`src/rtl/pluck_envelope.sv`:
```
// Plucked-string amplitude envelope (linear attack, decay to silence) that PWM-gates a square-wave tone.
// Optional macro PLUCK_EXP_DECAY_EN selects approximately exponential decay instead of linear.
module pluck_envelope #(
  parameter int ATTACK_DIV = 50000,
  parameter int ATTACK_INC = 16,
  parameter int DECAY_DIV  = 390625,
  parameter int PWM_BITS   = 8
) (
  input  logic                clk,
  input  logic                rst,
  input  logic                wave_in,
  input  logic [2:0]          note,
  input  logic                strike,
  output logic                audio_out,
  output logic [PWM_BITS-1:0] level,
  output logic                active
);

  localparam int MAX_DIV = (ATTACK_DIV > DECAY_DIV) ? ATTACK_DIV : DECAY_DIV;
  localparam int PS_W    = (MAX_DIV > 1) ? $clog2(MAX_DIV) : 1;
  localparam logic [PS_W-1:0]   A_LAST = PS_W'(ATTACK_DIV - 1);
  localparam logic [PS_W-1:0]   D_LAST = PS_W'(DECAY_DIV - 1);
  localparam logic [PWM_BITS:0] FULL   = {1'b0, {PWM_BITS{1'b1}}};

  typedef enum logic [1:0] {IDLE = 2'd0, ATTACK = 2'd1, DECAY = 2'd2} state_t;

  state_t              state, state_n;
  logic [PS_W-1:0]     presc, presc_n;
  logic [PWM_BITS-1:0] level_n, dec, pwm_cnt;
  logic [PWM_BITS:0]   sum;
  logic                wave_s1, wave_s2;

  // Next decay level; both forms floor at 0 so reaching 0 is the IDLE condition.
  always_comb begin
    dec = '0;
`ifdef PLUCK_EXP_DECAY_EN
    if (level > ((level >> 4) + PWM_BITS'(1)))
      dec = level - ((level >> 4) + PWM_BITS'(1));
`else
    if (level != '0)
      dec = level - PWM_BITS'(1);
`endif
  end

  always_comb begin
    state_n = state;
    level_n = level;
    presc_n = presc + 1'b1;
    sum     = {1'b0, level} + (PWM_BITS+1)'(ATTACK_INC);
    case (state)
      IDLE: begin
        presc_n = '0;
        level_n = '0;
      end
      ATTACK: begin
        if (presc == A_LAST) begin
          presc_n = '0;
          if (sum >= FULL) begin
            level_n = '1;
            state_n = DECAY;
          end else begin
            level_n = sum[PWM_BITS-1:0];
          end
        end
      end
      DECAY: begin
        if (presc == D_LAST) begin
          presc_n = '0;
          level_n = dec;
          if (dec == '0) state_n = IDLE;
        end
      end
      default: begin
        state_n = IDLE;
        presc_n = '0;
        level_n = '0;
      end
    endcase
    // Strike overrides any coincident tick; level is kept so a retrigger does not click.
    if (strike) begin
      state_n = ATTACK;
      presc_n = '0;
      level_n = (state == IDLE) ? '0 : level;
    end
  end

  always_ff @(posedge clk or posedge rst) begin
    if (rst) begin
      state  <= IDLE;
      presc  <= '0;
      level  <= '0;
      active <= 1'b0;
    end else begin
      state  <= state_n;
      presc  <= presc_n;
      level  <= level_n;
      active <= (state_n != IDLE);
    end
  end

  always_ff @(posedge clk or posedge rst) begin
    if (rst) begin
      wave_s1   <= 1'b0;
      wave_s2   <= 1'b0;
      pwm_cnt   <= '0;
      audio_out <= 1'b0;
    end else begin
      wave_s1   <= wave_in;
      wave_s2   <= wave_s1;
      pwm_cnt   <= pwm_cnt + 1'b1;
      audio_out <= wave_s2 & (pwm_cnt < level) & (note != 3'd7);
    end
  end

endmodule
```
`config.mk`:
```
export PLATFORM = sky130hd
export DESIGN_NAME = pluck_envelope
export DESIGN_NICKNAME = d
export VERILOG_FILES = /design/src/rtl/pluck_envelope.sv
export SDC_FILE = /design/constraint.sdc
export NUM_CORES = 1
export LEC_CHECK = 0
export ABC_CLOCK_PERIOD_IN_PS = 2500
export CAP_MARGIN = 0
export CORE_MARGIN = 2
export CORE_UTILIZATION = 50
export CTS_CLUSTER_SIZE = 28
export DETAILED_ROUTE_END_ITERATION = 8
export PLACE_DENSITY = 0.69
export RECOVER_POWER = 100
export REMOVE_ABC_BUFFERS = 1
export SYNTH_ARGS = -nofsm -noshare
export SYNTH_HDL_FRONTEND = slang
export SYNTH_SLANG_ARGS = --single-unit
export TNS_END_PERCENT = 5
```
`constraint.sdc`:
```
create_clock -name clk -period 2.5 [get_ports clk]
set_input_delay 0.5 -clock clk [delete_from_list [all_inputs] [get_ports clk]]
set_output_delay 0.5 -clock clk [all_outputs]
set_load 0.05 [all_outputs]
```
# --- After elaboration in Yosys (flattened, before gate mapping) ---
# Index checks and enable logic that the tools add are counted.
totals:
  reg_bits: 41
  output_inout_bits: 10
  word_cells: 46
classes:
  n_addsub: 4
  order_cmp: 2
  eq_ne: 8
  muxes: 17
  bitwise_logic: 2
  n_reduce_logical: 5
ops:
  columns: ["cell", "count"]
  rows:
  - ["19-bit two-way mux", 3]
  - ["8-bit two-way mux", 6]
  - ["19-bit one-hot mux with 2 select lines", 1]
  - ["19-bit by 1-bit adder with 19-bit output, second input constant", 1]
  - ["19-bit by 16-bit == test with 1-bit output, second input constant", 1]
  - ["19-bit == test, second input constant", 1]
  - ["8-bit one-hot mux with 2 select lines", 1]
  - ["2-bit two-way mux", 5]
  - ["8-bit by 5-bit adder with 9-bit output, second input constant", 1]
  - ["9-bit by 8-bit greater-or-equal comparator with 1-bit output, second input constant", 1]
  - ["3-bit != test, second input constant", 3]
  - ["8-bit by 1-bit adder with 8-bit output, second input constant", 1]
  - ["8-bit zero test", 1]
  - ["8-bit less-than comparator", 1]
  - ["8-bit nonzero test", 1]
  - ["8-bit by 1-bit subtractor with 8-bit output, second input constant", 1]
  - ["2-bit one-hot mux with 3 select lines", 1]
  - ["3-bit AND reduction", 1]
  - ["1-bit bitwise AND", 2]
  - ["2-bit by 1-bit == test with 1-bit output, second input constant", 1]
  - ["2-bit == test, second input constant", 1]
  - ["2-bit zero test", 1]
  - ["2-bit by 1-bit != test with 1-bit output, second input constant", 1]
  - ["2-bit nonzero test", 1]

# --- Logic depth before layout (Yosys ltp) ---
# Gate-level depths: netlist (run 1).
depth:
  word_depth: 8
  depth_mapped: 9
  ltp_nobuf: 8

# --- Least setup slack after synthesis (run 1) ---
# OpenSTA, ideal clock, no wires.
synth_timing:
  kind: "register -> register"
  start: "reg level[4]"
  end: "reg level[0]"
  arrival_time_ps: 2494
  required_ps: 2421
  slack_ps: -74
  path_stages_with_launch: 8
  n_path_buf: 0
  cell_sequence: "dfrtp_1 inv_1 ha_1 nand4_1 a221oi_2 nor2_1 a211oi_4 mux2i_1"
synth_via:
  elab_chain_len: 6
  elab_cells_between_ends: 9
  classes_between: "1 x add/sub; 1 x order compare; 6 x mux; 1 x reduce/logical"
synth_lines:
  columns: ["item", "line_no", "rtl"]
  rows:
  - ["start, declared", "15", "output logic [PWM_BITS-1:0] level,"]
  - ["start signal, assigned", "96", "level <= level_n;"]
  - ["8-bit by 5-bit adder with 9-bit output", "49", "sum = {1'b0, level} + (PWM_BITS+1)'(ATTACK_INC);"]
  - ["9-bit by 8-bit greater-or-equal comparator with 1-bit output", "58", "if (sum >= FULL) begin"]
  - ["8-bit two-way mux", "58", null]
  - ["8-bit two-way mux", "56", "if (presc == A_LAST) begin"]
  - ["8-bit one-hot mux with 2 select lines *", "50", "case (state)"]
  - ["8-bit two-way mux *", "80", "if (strike) begin"]
# Mark *: on every way between the ends. The rest lies on a longest branch, timed or not. The select of a mux whose other input is x is not followed.
# A chain may end at the register's enable or synchronous reset.

# --- Final worst setup path (run 1) ---
layout_timing:
  start: "reg level[2]"
  end: "out level[2]"
# No word-level cell between the ends.

==> impl_metrics.ini, run 1 <==
[critical_path]
critPathTopFamily = buffers and inverters
cpPeakStageDelay_ns = 0.85
cp_num_cells = 2
cp.arrival_ns = 1.86
slowest_stage = clkdlybuf4s50_1
reg2reg_depth = 7
worst-path-buf-inv = 2
crit_fanout = 5
cp-start-kind = flip-flop
worstPathRequired_ns = 2.00
critPathKind = reg2out
end_kind = primary output
path_cells = clkbuf_1 -> clkdlybuf4s50_1

[power_and_ir_drop]
power_frac_seq_pct = 40.6
p_per_area_nw_per_um2 = 592
p_leak_uw = 0.00135
cell_internal_pwr_uw = 1220
peakVddDrop_mv = 0.616
pwr-share-comb_pct = 30.1
p_sw_uw = 593
clockPowerShare_pct = 29.3
switching_share_pct = 32.7

[route]
vias = 2059
detail_route.wirelength_um = 5500
vias_per_cell = 5.56
remaining_drc_errors = 0
drtAntennaViolNets = 0
drtIter0Drc = 65
firstDrtPassIters = 4
wl_per_cell_um = 14.9

[final_layout]
multi_input_area_um2 = 1520
syn2layout_area_growth_pct = 17.4
antenna_cells = 0
postLayoutCoreUtil_pct = 60.3
layout_common_cells = dfrtp_1 (40), nor2_1 (28), nand2_1 (23), ha_1 (20), inv_1 (16)
layout-drive-gt1-share_pct = 11.7
nets = 328
final_common_cell = dfrtp_1
fillers = 468
seq_area_um2 = 1030

[clocking]
clk_latency_ns = 0.30
h-tree-depth = 2
path_clk_slew_ns = 0.08
cts_sinks = 41
clockBufferDepth = 2
cts_tree = done
cts_hold_buffers = 0
cts_root_buf = clkbuf_8
cts_inserted_buffers = 5

[synth]
synth_cell_types = 52
synth_async_sr_flop_share_pct = 100
syn_area_um2 = 2600
yosysWarningCount = 0
syn_inst = 267
ys_seq_area_share_pct = 39.4
avgSynthCellArea_um2 = 9.75
synth-edff-count = 0
synth_seq_cells = 41
ys.flop_type = dfrtp_1

[sta]
slew_headroom_pct = 32.7
report.final.slew_viol_count = 0
fmax_mhz = 423
fin_setup_tns_ns = 0
rsz0062_at_grt = yes
final.min_clock_period_ns = 2.36
finalClockSkew_ns = 0.0105
setup_viol = 0
period_share_pct = 94.6
worst_slew_pin_slew_ns = 1.01
final_hold_viol_count = 0

[floorplan]
start_util_pct = 51.3
rows = 26
die-area_um2 = 5800
die_h_um = 76.2
die_x_um = 76.2
io_pins = 17
core_um2 = 5070

[hold_path]
hp-class = reg2reg
min_delay_path_depth = 0

[place]
place_congestion = 0.936
port_buffers = 16
dp_hpwl_um = 4090

[grt]
grt_pass1_vias = 2122
grt_usage_pct = 20.5
grt_overflow = 0
grt_start_max_net_pins = 42
antenna_found_initial = 0
grt_pass1_wl_um = 9800

[status]
status = complete, no violations

[flow_run]
cap_violations = 0
kinds of logic after synthesis:
group / Yosys count / share of synthesized area, %
compound gates: 46 / 14.6
xor+xnor: 26 / 8.75
fa+ha+maj: 21 / 10.1
buf+inv: 20 / 3.12
flops: 41 / 39.4
mux: 4 / 1.54
simple gates: 109 / 22.5
final cells by class:
| cell class | instances | area share (%) |
|---|---|---|
| clock buffer | 5 | 2.25 |
| inverter | 16 | 1.96 |
| sequential | 41 | 33.6 |
| timing repair buffer | 30 | 8.47 |
| clock inverter | 2 | 1.15 |
| multi-input combinational | 206 | 49.7 |
| tap | 70 | 2.86 |
path summary, 6_finish.rpt:
kind                               start        end  slack, ns
min in group asynchronous            rst  presc[15]       0.95
worst min register to register   wave_s1    wave_s2       0.36
worst max-delay path            level[2]   level[2]       0.14
worst min-delay path             wave_s1    wave_s2       0.36
worst max register to register  level[4]   level[1]       0.15
max in group asynchronous            rst   level[4]       0.87
worst register-to-register path: stages (launching register included):
cell      delay [ns]
dfrtp_2         0.46
ha_2            0.22
and4bb_2        0.28
o21ai_0         0.11
a221oi_2        0.48
nor2_1          0.13
a211oi_4        0.36
mux2i_1         0.22
synthesized netlist by cell type, types with 5 or more instances:
cell type	n	area share (%)
a21o_1	10	2.9
and3_1	8	1.9
dfrtp_1	41	39
ha_1	21	10
inv_1	16	2.3
nand2_1	23	3.3
nand3_1	12	2.3
nand4_1	6	1.4
nor2_1	28	4.0
o21ai_0	7	1.3
o31ai_1	5	1.4
xnor2_1	13	4.4
xor2_1	13	4.4
power by group through the flow:
stage	Combinational, µW	Clock [µW]	Sequential [µW]
after detailed placement	510	0	746
final	546	530	735
after global routing	599	570	741
after global placement	506	0	745
after floorplan	263	0	821
after CTS	517	538	733
sequential cells by signal, indices dropped and copies added (netlist names):
name       flops
active         1
audio_out      1
level          8
presc         19
pwm_cnt        8
state          2
wave_s1        1
wave_s2        1
per-layer routing:
metal	global-route usage [%]	up-vias	wire length [µm]
met5	0	-	0
met3	3.79	9	199
li1	-	1005	-
met1	26.7	1008	2550
met2	35.0	37	2660
met4	6.36	0	85
per-stage QoR:
stage / instances / hold slack [ns] / area [µm²] / setup WS [ns] / total power [µW]
detailed placement: 361 / 0.349 / 2920 / 0.0115 / 1260
finish: 370 / 0.359 / 3060 / 0.136 / 1810
CTS: 368 / 0.365 / 3020 / 0.00289 / 1790
global route: 370 / 0.369 / 3060 / -0.00536 / 1910
global placement: 361 / 0.333 / 2920 / 0.0862 / 1250
floorplan: 263 / 0.331 / 2580 / -0.0736 / 1080
repair_timing:
| action | 4_1_cts | 5_1_grt |
|---|---|---|
| setup endpoints to repair | 3 | 8 |
| pin swaps | 1 | 3 |
| resized for setup | 0 | 5 |
| setup buffers | 0 | 2 |
Power figures use the tool's default switching activity.
==> inputs of run 2 (changes only) <==
--- a/config.mk
+++ b/config.mk
@@ -6,7 +6,7 @@
 export NUM_CORES = 1
 export LEC_CHECK = 0
 export ABC_CLOCK_PERIOD_IN_PS = 2500
-export CAP_MARGIN = 0
+export CORE_ASPECT_RATIO = 0.7
 export CORE_MARGIN = 2
 export CORE_UTILIZATION = 50
 export CTS_CLUSTER_SIZE = 28
==> impl_metrics.ini, run 2 (synthesis results as in run 1) <==
[grt]
grt_overflow = 0
grt_start_max_net_pins = 42
grt_usage_pct = 20.8
grt_pass1_vias = 1849
antenna_found_initial = 0
grt_pass1_wl_um = 9580

[floorplan]
io_pins = 17
core_um2 = 4890
start_util_pct = 53.3
rows = 21
die_h_um = 64.4
die_x_um = 90.3
die-area_um2 = 5810

[route]
remaining_drc_errors = 0
vias_per_cell = 5.61
firstDrtPassIters = 5
drtIter0Drc = 224
detail_route.wirelength_um = 5710
vias = 2076
drtAntennaViolNets = 0
wl_per_cell_um = 15.4

[power_and_ir_drop]
cell_internal_pwr_uw = 1200
p_leak_uw = 0.00136
peakVddDrop_mv = 0.358
pwr-share-comb_pct = 30.2
clockPowerShare_pct = 29.0
p_sw_uw = 587
power_frac_seq_pct = 40.8
p_per_area_nw_per_um2 = 586
switching_share_pct = 32.8

[final_layout]
finalNonFillerCells = 370
largest_reg_flops = 19
final_common_cell = dfrtp_1
syn2layout_area_growth_pct = 17.3
layout-drive-gt1-share_pct = 12.0
top_regs = presc: 19 flops, level: 8 flops, pwm_cnt: 8 flops
antenna_cells = 0
layout_common_cells = dfrtp_1 (40), nor2_1 (27), nand2_1 (24), ha_1 (21), inv_1 (16)
nets = 329
largest-register = presc

[clocking]
clk_latency_ns = 0.29
path_clk_slew_ns = 0.08
cts_setup_buffers = 0
h-tree-depth = 2
clockBufferDepth = 2
cts_inserted_buffers = 5
cts_root_buf = clkbuf_8
cts_tree = done
cts_sinks = 41

[sta]
setup_viol = 0
final_hold_viol_count = 0
period_share_pct = 95.5
finalClockSkew_ns = 0.00634
worst_slew_pin_slew_ns = 1.01
rsz0062_at_grt = no
report.final.slew_viol_count = 0
fin_setup_tns_ns = 0
final.min_clock_period_ns = 2.39
slew_headroom_pct = 32.6
fmax_mhz = 419
whs_ns = 0.356

[status]
status = complete, no violations

[critical_path]
slowest_stage = a221oi_2
r2r_start = level[4]
reg2reg_slack_ns = 0.11
reg2reg_depth = 7
cpPeakStageDelay_ns = 0.53
worstPathRequired_ns = 2.71
end_kind = flip-flop
path_cells = ha_1 -> and4bb_2 -> o21ai_0 -> a221oi_2 -> nor2_2 -> a211oi_4 -> mux2i_1
crit_fanout = 7
cp-start-kind = flip-flop
cp.arrival_ns = 2.60
rr_endpoint = level[2]
critPathKind = reg2reg

[hold_path]
hp-start = wave_s1
hp-class = reg2reg
hold_end = wave_s2
min_delay_path_depth = 0

[flow_run]
cap_violations = 0

[place]
dp_cells = 363
place_congestion = 0.869
dp_hpwl_um = 4230
port_buffers = 16
-- run 2: changes by cell type in the layout (fill, tap and decap cells not counted), sizes merged --
cell	delta
buf	+1
clkdlybuf4s50	-3
dlygate4sd3	+3
-- run 2: worst max path at each step --
stage / from / end / depth (start not counted)
floorplan: level[4] / level[0] / 7
global placement: level[5] / active / 8
detailed placement: level[4] / level[2] / 7
CTS: level[4] / level[2] / 7
global route: level[4] / level[2] / 7
finish: level[4] / level[2] / 7
-- run 2: layout make-up --
type | instances | area [µm²]
fill | 425 | 1830
multi-input combinational | 206 | 1510
sequential | 41 | 1030
timing repair buffer | 31 | 268
tap | 69 | 86.3
clock buffer | 5 | 68.8
inverter | 16 | 60.1
clock inverter | 2 | 35.0
-- run 2: power groups by stage --
stage	Combinational, µW	Clock, µW	Sequential, µW
floorplan	263	0	821
global placement	537	0	738
detailed placement	533	0	740
CTS	538	532	727
global route	582	565	734
finish	541	519	729
-- run 2: repair_timing --
item | in CTS | in global routing
endpoints found under the hold margin | 0 | 0
hold buffers | 0 | 0
setup endpoints to repair | 0 | 6
gates resized for setup | 0 | 5
-- run 2: critical path: cells and delay by family, from the launching register on --
kind	cells	cell delay, ns
compound gates	3	1.03
fa+ha+maj	1	0.22
flops	1	0.44
mux	1	0.24
simple gates	2	0.38
-- run 2: layer usage --
layer  GRT usage [%]  vias up  routed length (µm)
met5               0        -                   0
met4            2.88        0                  30
met3            6.25        8                 597
met2            25.0       90                2080
met1            35.3      963                3000
li1                -     1015                   -
-- run 2: metrics by stage --
stage	setup WS (ns)	total power, µW	util, %	area (µm²)
final	0.112	1790	62.5	3050
after global routing	0.000400	1880	62.5	3050
after CTS	0.0719	1800	62.3	3050
after detailed placement	0.100	1270	60.2	2940
after global placement	0.150	1270	60.2	2940
after floorplan	-0.0736	1080	-	2580
